### config.mk
export PLATFORM = sky130hd
export DESIGN_NAME = sseg_scan_ctrl
export DESIGN_NICKNAME = d
export VERILOG_FILES = /design/src/rtl/sseg_scan_ctrl_pkg.sv /design/src/rtl/sseg_scan_ctrl_bcd2sseg.sv /design/src/rtl/sseg_scan_ctrl.sv
export SDC_FILE = /design/constraint.sdc
export NUM_CORES = 1
export LEC_CHECK = 0
export ABC_AREA = 1
export BUFFER_PORTS_ARGS = -buffer_cell sky130_fd_sc_hd__clkbuf_2
export CORE_MARGIN = 2
export CORE_UTILIZATION = 53
export CTS_CLUSTER_SIZE = 24
export DETAILED_ROUTE_END_ITERATION = 8
export PLACE_DENSITY = 0.8
export SLEW_MARGIN = 10
export SYNTH_ARGS = -nofsm -noshare
export SYNTH_HDL_FRONTEND = slang
export SYNTH_SLANG_ARGS = --single-unit
### constraint.sdc
create_clock -name clk -period 2.11 [get_ports clk]
set_input_delay 0.422 -clock clk [delete_from_list [all_inputs] [get_ports clk]]
set_output_delay 0.422 -clock clk [all_outputs]
set_load 0.01 [all_outputs]
### src/rtl/sseg_scan_ctrl_pkg.sv
`default_nettype none
// ============================================================================
// Module      : sseg_scan_ctrl_pkg
// Description : Shared constants and helpers for the 4-digit common-anode
//               seven-segment scan controller.
// Revision    : 1.0 - initial release
// ============================================================================
package sseg_scan_ctrl_pkg;

    // Display geometry
    localparam int c_NUM_DIGITS = 4;
    localparam int c_IDX_W      = $clog2(c_NUM_DIGITS);

    // BCD code that forces a dark digit
    localparam logic [3:0] c_BLANK_CODE = 4'hF;

    // Per-slot state encoding
    localparam logic [0:0] c_ST_BLANK = 1'b0;
    localparam logic [0:0] c_ST_DRIVE = 1'b1;

    // All-off pin levels (everything active low)
    localparam logic [3:0] c_AN_OFF   = 4'hF;
    localparam logic [6:0] c_SSEG_OFF = 7'h7F;

    // Glyph shown for the illegal codes 10..14: segments a, d, g lit
    localparam logic [6:0] c_SSEG_ERR = 7'b0110110;

    typedef logic [3:0] bcd_digit_t;

    // Active-low one-hot anode select for a digit index
    function automatic logic [3:0] anode_sel(input logic [c_IDX_W-1:0] idx);
        return ~(4'b0001 << idx);
    endfunction

endpackage : sseg_scan_ctrl_pkg
`default_nettype wire

### src/rtl/sseg_scan_ctrl_bcd2sseg.sv
`default_nettype none
// ============================================================================
// Module      : bcd2sseg
// Description : Combinational BCD to seven-segment decoder, active-low
//               segments in gfedcba order. Codes 10..14 produce the error
//               glyph; code 15 produces a dark digit.
// Revision    : 1.0 - initial release
// ============================================================================
module bcd2sseg
    import sseg_scan_ctrl_pkg::*;
(
    input  logic [3:0] i_bcd,
    output logic [6:0] o_sseg
);

    // Glyph lookup
    always_comb begin
        o_sseg = c_SSEG_OFF;
        case (i_bcd)
            4'd0:    o_sseg = 7'b1000000;
            4'd1:    o_sseg = 7'b1111001;
            4'd2:    o_sseg = 7'b0100100;
            4'd3:    o_sseg = 7'b0110000;
            4'd4:    o_sseg = 7'b0011001;
            4'd5:    o_sseg = 7'b0010010;
            4'd6:    o_sseg = 7'b0000010;
            4'd7:    o_sseg = 7'b1111000;
            4'd8:    o_sseg = 7'b0000000;
            4'd9:    o_sseg = 7'b0010000;
            4'd10,
            4'd11,
            4'd12,
            4'd13,
            4'd14:   o_sseg = c_SSEG_ERR;
            default: o_sseg = c_SSEG_OFF;
        endcase
    end

endmodule : bcd2sseg
`default_nettype wire

### src/rtl/sseg_scan_ctrl.sv
`default_nettype none
// ============================================================================
// Module      : sseg_scan_ctrl
// Description : Time-multiplexed controller for a 4-digit common-anode
//               seven-segment display. Per-digit slot with leading dead time,
//               leading-zero blanking, and a shadow/active register pair so
//               new values only take effect on a frame boundary.
// Revision    : 1.0 - initial release
// ============================================================================
module sseg_scan_ctrl
    import sseg_scan_ctrl_pkg::*;
#(
    parameter int PRESCALE = 25000,
    parameter int DEAD     = 16
) (
    input  logic        clk,
    input  logic        rst_n,
    input  logic        en,
    input  logic        lzb,
    input  logic        update,
    input  logic [15:0] bcd_in,
    input  logic [3:0]  dp_in,
    output logic [3:0]  an,
    output logic [6:0]  sseg,
    output logic        dp,
    output logic        frame_start
);

    localparam int                   c_CNT_W    = (PRESCALE > 1) ? $clog2(PRESCALE) : 1;
    localparam logic [c_CNT_W-1:0]   c_CNT_MAX  = c_CNT_W'(PRESCALE - 1);
    localparam logic [c_CNT_W-1:0]   c_DEAD     = c_CNT_W'(DEAD);
    localparam logic [c_IDX_W-1:0]   c_IDX_LAST = c_IDX_W'(c_NUM_DIGITS - 1);

    // Scan state
    logic [c_CNT_W-1:0] r_cnt;
    logic [c_IDX_W-1:0] r_idx;
    logic [0:0]         r_state;

    // Value registers
    logic [15:0] r_shadow;
    logic [3:0]  r_shadow_dp;
    logic        r_pending;
    logic [15:0] r_active;
    logic [3:0]  r_active_dp;

    // Combinational helpers
    logic               w_slot_end;
    logic               w_frame_end;
    logic [c_CNT_W-1:0] w_cnt_nxt;
    bcd_digit_t         w_digit;
    logic               w_dp_bit;
    logic [6:0]         w_dec_sseg;
    logic [3:0]         w_lz;
    logic               w_dark;
    logic [3:0]         w_an_nxt;
    logic [6:0]         w_sseg_nxt;
    logic               w_dp_nxt;
    logic               w_fs_nxt;

    assign w_slot_end  = (r_cnt == c_CNT_MAX);
    assign w_frame_end = w_slot_end && (r_idx == c_IDX_LAST);
    assign w_cnt_nxt   = w_slot_end ? '0 : r_cnt + c_CNT_W'(1);

    // Slot prescaler, digit index and per-slot BLANK/DRIVE state.
    // r_state always describes the slot position currently held in r_cnt.
    always_ff @(posedge clk or negedge rst_n) begin
        if (!rst_n) begin
            r_cnt   <= '0;
            r_idx   <= '0;
            r_state <= c_ST_BLANK;
        end else begin
            r_cnt   <= w_cnt_nxt;
            if (w_slot_end) begin
                r_idx <= r_idx + c_IDX_W'(1);
            end
            r_state <= (w_cnt_nxt < c_DEAD) ? c_ST_BLANK : c_ST_DRIVE;
        end
    end

    // Shadow capture and frame-synchronous transfer to the active value.
    // An update landing on the boundary cycle bypasses the shadow.
    always_ff @(posedge clk or negedge rst_n) begin
        if (!rst_n) begin
            r_shadow    <= '0;
            r_shadow_dp <= '0;
            r_pending   <= 1'b0;
            r_active    <= '0;
            r_active_dp <= '0;
        end else begin
            if (update) begin
                r_shadow    <= bcd_in;
                r_shadow_dp <= dp_in;
            end
            if (w_frame_end) begin
                if (update) begin
                    r_active    <= bcd_in;
                    r_active_dp <= dp_in;
                end else if (r_pending) begin
                    r_active    <= r_shadow;
                    r_active_dp <= r_shadow_dp;
                end
                r_pending <= 1'b0;
            end else if (update) begin
                r_pending <= 1'b1;
            end
        end
    end

    // Select the digit and DP bit for the current slot
    always_comb begin
        w_digit  = r_active[3:0];
        w_dp_bit = r_active_dp[0];
        case (r_idx)
            2'd1: begin
                w_digit  = r_active[7:4];
                w_dp_bit = r_active_dp[1];
            end
            2'd2: begin
                w_digit  = r_active[11:8];
                w_dp_bit = r_active_dp[2];
            end
            2'd3: begin
                w_digit  = r_active[15:12];
                w_dp_bit = r_active_dp[3];
            end
            default: begin
                w_digit  = r_active[3:0];
                w_dp_bit = r_active_dp[0];
            end
        endcase
    end

    // w_lz[i]: digit i and everything above it are zero; digit 0 never qualifies
    assign w_lz[3] = (r_active[15:12] == 4'd0);
    assign w_lz[2] = w_lz[3] && (r_active[11:8] == 4'd0);
    assign w_lz[1] = w_lz[2] && (r_active[7:4] == 4'd0);
    assign w_lz[0] = 1'b0;

    bcd2sseg u_bcd2sseg (
        .i_bcd  (w_digit),
        .o_sseg (w_dec_sseg)
    );

    assign w_dark = (w_digit == c_BLANK_CODE) || (lzb && w_lz[r_idx]);

    // Next pin values; the DP follows its mask even on a dark digit
    always_comb begin
        w_an_nxt   = c_AN_OFF;
        w_sseg_nxt = c_SSEG_OFF;
        w_dp_nxt   = 1'b1;
        w_fs_nxt   = (r_cnt == '0) && (r_idx == '0);
        if (en && (r_state == c_ST_DRIVE)) begin
            w_an_nxt   = anode_sel(r_idx);
            w_sseg_nxt = w_dark ? c_SSEG_OFF : w_dec_sseg;
            w_dp_nxt   = ~w_dp_bit;
        end
    end

    // Registered pins, one cycle behind the scan state
    always_ff @(posedge clk or negedge rst_n) begin
        if (!rst_n) begin
            an          <= c_AN_OFF;
            sseg        <= c_SSEG_OFF;
            dp          <= 1'b1;
            frame_start <= 1'b0;
        end else begin
            an          <= w_an_nxt;
            sseg        <= w_sseg_nxt;
            dp          <= w_dp_nxt;
            frame_start <= w_fs_nxt;
        end
    end

endmodule : sseg_scan_ctrl
`default_nettype wire

# Yosys cells after proc, flatten, opt, wreduce, memory -nomap -nowiden
# Memory sizes are Yosys's and may differ from the RTL's.
# Index checks and enable logic that the tools add are counted.
[word_totals] in_bits=25 register_bits=72 out_inout_bits=13 n_memories=1 mem_bits_ro=112
[classes] addsub=2 n_mux=16 n_reduce_logical=15 shifts=1 n_bitwise=2 magnitude_cmp=2 n_eq_ne=5
[mem_list] memory="(name not given)" words=16 word_bits=7 read_ports=1 rd_clocked_by_memory_dff=0 wr=0 line="sseg_scan_ctrl_bcd2sseg.sv:19" text="case (i_bcd)"
[op_table] op="$mux 16" n=2
[op_table] op="$add 15x1->15 const B" n=1
[op_table] op="$eq 15x15->1 const B" n=1
[op_table] op="$logic_not 15->1" n=1
[op_table] op="$lt 15x5->1 const B" n=1
[op_table] op="$mux 15" n=1
[op_table] op="$mux 7" n=2
[op_table] op="$logic_not 4->1" n=3
[op_table] op="$mux 4" n=3
[op_table] op="$pmux 4 s3" n=1
[op_table] op="$logic_and 1x1->1" n=6
[op_table] op="$mux 1" n=5
[op_table] op="$eq 2x2->1 const B" n=2
[op_table] op="$eq 4x4->1 const B" n=1
[op_table] op="$not 4->4" n=1
[op_table] op="$reduce_bool 2->1" n=2
[op_table] op="$shl 1x2->4 const A" n=1
[op_table] op="$lt 2x3->1 const B" n=1
[op_table] op="$pmux 1 s3" n=1
[op_table] op="$add 2x1->2 const B" n=1
[op_table] op="$bmux 1 s2" n=1
[op_table] op="$eq 2x1->1 const B" n=1
[op_table] op="$logic_not 2->1" n=1
[op_table] op="$reduce_and 2->1" n=1
[op_table] op="2 further kinds" n=2

# Logic depth before layout (Yosys ltp)
[logic_depth] word_depth=9 depth_mapped=11

# By module
# A second synthesis with hierarchy kept.
[hier_totals] cells_unflattened=446 area_unflattened_um2=3575.9
[by_module_without_submodules] module="sseg_scan_ctrl" instances=1 cells_each=410 seq_area_each_um2=1816.7 area_each_um2=3383.2
[by_module_without_submodules] module="bcd2sseg" instances=1 cells_each=36 seq_area_each_um2=0.0 area_each_um2=192.7

# Worst setup path before layout
# No wires, ideal clock.
[synth_path] path_kind="register to register" startpoint="reg r_idx[0]" endpoint="reg sseg[3]" t_required_ps=2026 setup_slack_ps=70 arrival_ps=1956 setup_time_ps=84 stages_incl_launch_ff=12 cell_sequence="dfrtp_1 inv_1 ha_1 inv_1 o21ai_0 nor2_1 nor2_1 inv_1 ha_1 or2_2 nand3_1 nand2_1"
[synth_via] elab_chain_cells=6 elab_cells_between_ends=12 cone_classes="4 x eq/ne; 5 x mux; 2 x reduce/logical; 1 x memory"
[synth_rtl] element="start, declared" line="sseg_scan_ctrl.sv:36" text="logic [c_IDX_W-1:0] r_idx;"
[synth_rtl] element="start signal, assigned" line="sseg_scan_ctrl.sv:74" text="r_idx <= r_idx + c_IDX_W'(1);"
[synth_rtl] element="parallel branches: the longest is 4 deep, another holds $mem_v2 16x7"
[synth_rtl] element="$mux 7 (*)" line="sseg_scan_ctrl.sv:154" text="w_sseg_nxt = w_dark ? c_SSEG_OFF : w_dec_sseg;"
[synth_rtl] element="$mux 7 (*)" line="sseg_scan_ctrl.sv:152" text="if (en && (r_state == c_ST_DRIVE)) begin"
[synth_rtl] element="named net w_sseg_nxt[3]" line="sseg_scan_ctrl.sv:56" text="logic [6:0] w_sseg_nxt;"
[synth_rtl] element="end signal, assigned" line="sseg_scan_ctrl.sv:163" text="sseg <= c_SSEG_OFF;"
[synth_rtl] element="end signal, assigned" line="sseg_scan_ctrl.sv:168" text="sseg <= w_sseg_nxt;"
[synth_rtl] element="end, declared" line="sseg_scan_ctrl.sv:24" text="output logic [6:0] sseg,"
# Mark *: on every way through the listed nets, which the timed path passes. The select of a mux whose other input is x is not followed.
# A chain may end at the register's enable or synchronous reset.

# Worst setup path after layout
# Same ends and word-level chain as after synthesis.

==> results.md <==
* Syn nets at 470
* Post-synth ARST share at 100%
* Share of layout cells above drive strength 1 at 29.5%
* Vias per inst at 5.02
* Critical Path RT at 2.39 ns
* Largest net degree at the start of global routing at 41
* HP Class: in2async
* Final min period at 1.94 ns
* Total CTS buffers at 9
* Predominant post-synthesis flop cell: dfrtp_1
* # nets final at 519
* Final ANT Viol Nets at 0
* Cell count after synthesis at 434
* Pins Over Slew Limit at 0
* Max Clock Freq at 516 MHz
* Setup-failing EPs final at 0
* Synth Area per Inst at 8.44 µm²
* GPL Wtd Cong at 0.903
* DR WL/cell at 12.9 µm
* Setup crit end kind: flop
* Initial antenna violation count at 0
* Post-Synth Adder-Cell Area at 3.76%
* Die width at 87.2 µm
* Status: complete, no violations
* RSZ-0062 raised after global routing: no
* Top cells by area in the synthesized netlist: dfrtp_1 41%, nand2_1 14%, dfstp_2 8.6%
* Max Cap Viol at 0
* Core Rows at 30
* H-tree lvl count at 3
* I/O Buffers at 37
* Synth Cell Area at 3660 µm²
* Synthesized flop and latch total at 72
* Clock Skew at 0.0135 ns
* Ports at 38
* Worst Tran Pin Value at 0.580 ns
* Residual DRC at 0
* All-Layer GR Usage at 21.3%
* Initial DRC count at 125
* Max FO, Critical Path at 5
* Die area at 7600 µm²
* First-pass GRT wire length at 12,500 µm
* Warnings from Yosys at 0
* Die H at 87.2 µm
* Yosys top cell area share at 41.0%
* Grt ovf at 0
* # clock sinks at 72
* Final period util at 91.9%
* Worst vdd ir at 0.539 mV
* Clock root buffer: clkbuf_8
* Max-slew headroom at 61.3%
* Post-Place Cells at 550
* WHS at 0.0694 ns
* Startpoint type of the worst setup path: flop
* Non-filler cells, final at 568
* Post-synthesis mux area share at 0%
* Seq/Total Area, Yosys at 49.6%
* Combinational family with the most area after synthesis: simple AND/OR/NAND/NOR gates
* Initial Util at 54.2%
* Number of global-route vias before repair at 2,707
* Worst-case clock buffer depth at 2
* CTS tree: built
* WS Path Type: reg2reg
* Area delta synth->final at 15.6%
* Drt pass-1 iters at 4
* Cts hold-fix bufs at 0
* Netlist cell types at 34
* PwrDens at 667 nW/µm²
* DP HPWL at 5400 µm
* Post-Synth Simple-Gate Area at 28.7%
* CP Data Arrival Time at 2.22 ns
* Vias at 2,849
* Final Hold Fails at 0
* Core Util, Final at 62.7%
* Synth area leader: dfrtp_1
* Ant. Diodes at 0
* Leakage power at 2.21 nW
* Clk_lat worst skew at 0.35 ns
* Setup tns final at 0 ns
* Post-synth EDFFs at 0
* Final wirelength at 7310 µm
* Synth Area in Compound Gates at 8.64%
* Clock transition at path regs at 0.09 ns
* XOR/XNOR share of the synthesized area at 0.956%
* Core Box Area at 6760 µm²
[registers in the layout, indices dropped and copies added (netlist names)]
signal and flops:
an 4, dp 1, frame_start 1, r_active 16
r_active_dp 4, r_cnt 15, r_idx 2, r_pending 1
r_shadow 16, r_shadow_dp 4, r_state 1, sseg 7
[critical path, stage by stage (launching register included)]
cell	delay, ns
dfrtp_1	0.41
inv_2	0.12
ha_2	0.19
inv_1	0.05
o21ai_1	0.14
nor2_1	0.06
nor2_1	0.12
inv_1	0.08
ha_1	0.28
or2_2	0.31
nand3_1	0.07
nand2_1	0.05
[kinds of logic after synthesis]
kind of cell / after synthesis
AOI/OAI and AO/OA: 42
xor gates and xnor gates: 4
buffers and inverters: 69
DFF: 72
adders and majority gates: 11
and+or+nand+nor: 236
[through the flow]
step / cell area [µm²] / setup slack, ns / power (mW)
2_1_floorplan: 3660 / 0.0700 / 1.54
3_3_place_gp: 3960 / 0.0990 / 1.61
3_5_place_dp: 3960 / 0.0571 / 1.62
4_1_cts: 4190 / 0.0627 / 2.86
5_1_grt: 4240 / 0.00562 / 2.94
6_report: 4240 / 0.171 / 2.82
[synth_stat cells (all sizes together), types with 3 or more instances]
cell type	n
nand4	5
nor2	38
o21ai	30
or2	4
ha	11
buf	6
a21oi	5
inv	59
nand3	26
clkbuf	4
nand2	156
dfstp	12
dfrtp	60
nor3	5
o21bai	3
xor2	4
[routing by layer]
metal	global-route usage [%]	part of all wire, %	vias up
li1	-	-	1448
met1	28.3	46	1336
met2	34.9	48	56
met3	5.12	4.2	9
met4	6.29	1.6	0
met5	0	0	-
[worst paths after layout]
check / from / end / slack, ns / cells past startpoint
max: r_idx[0] / sseg[3] / 0.17 / 11
min: rst_n / r_cnt[2] / 0.07 / 1
max reg2reg: r_idx[0] / sseg[3] / 0.17 / 11
min reg2reg: r_shadow[9] / r_shadow[9] / 0.47 / 2
max in group asynchronous: rst_n / r_active_dp[2] / 1.35 / 2
min in group clk: bcd_in[0] / r_shadow[0] / 0.29 / 3
[power breakdown]
part	internal, mW	switching, mW	leakage [nW]	total, mW
combinational	0.0502	0.0996	1.20	0.150
clock	0.702	0.538	0.105	1.24
sequential	1.42	0.0101	0.904	1.43
total	2.18	0.648	2.21	2.82
[layout by cell type, fill, tap and decap left out, types with 3 or more instances in the layout]
master	count
a21oi_1	4
clkbuf_8	10
xor2_1	4
o21ai_2	21
clkinvlp_4	3
nand2_1	132
nor2_1	35
o21bai_1	3
nor2_2	3
inv_1	53
inv_2	5
nor3_1	3
buf_4	9
dfstp_2	12
o21ai_0	7
nand2_2	23
ha_1	8
or2_2	3
dfrtp_1	60
nand3_1	23
clkbuf_2	36
nand4_1	5
[layout make-up]
cell class	instances	area [µm²]
fillers	612	2520
flip-flops and latches	72	1820
multi-input cells	293	1570
repair buffers	48	293
inverters	59	226
clock buffers	10	138
well taps	80	100
clock inverters	6	91.3
[repair_timing]
action                                  4_1_cts  5_1_grt
endpoints found under the hold margin         0        0
resized for setup                             0       10
endpoints found under the setup margin        0        6
buffers inserted                              0        2
Power figures use the tool's default switching activity.
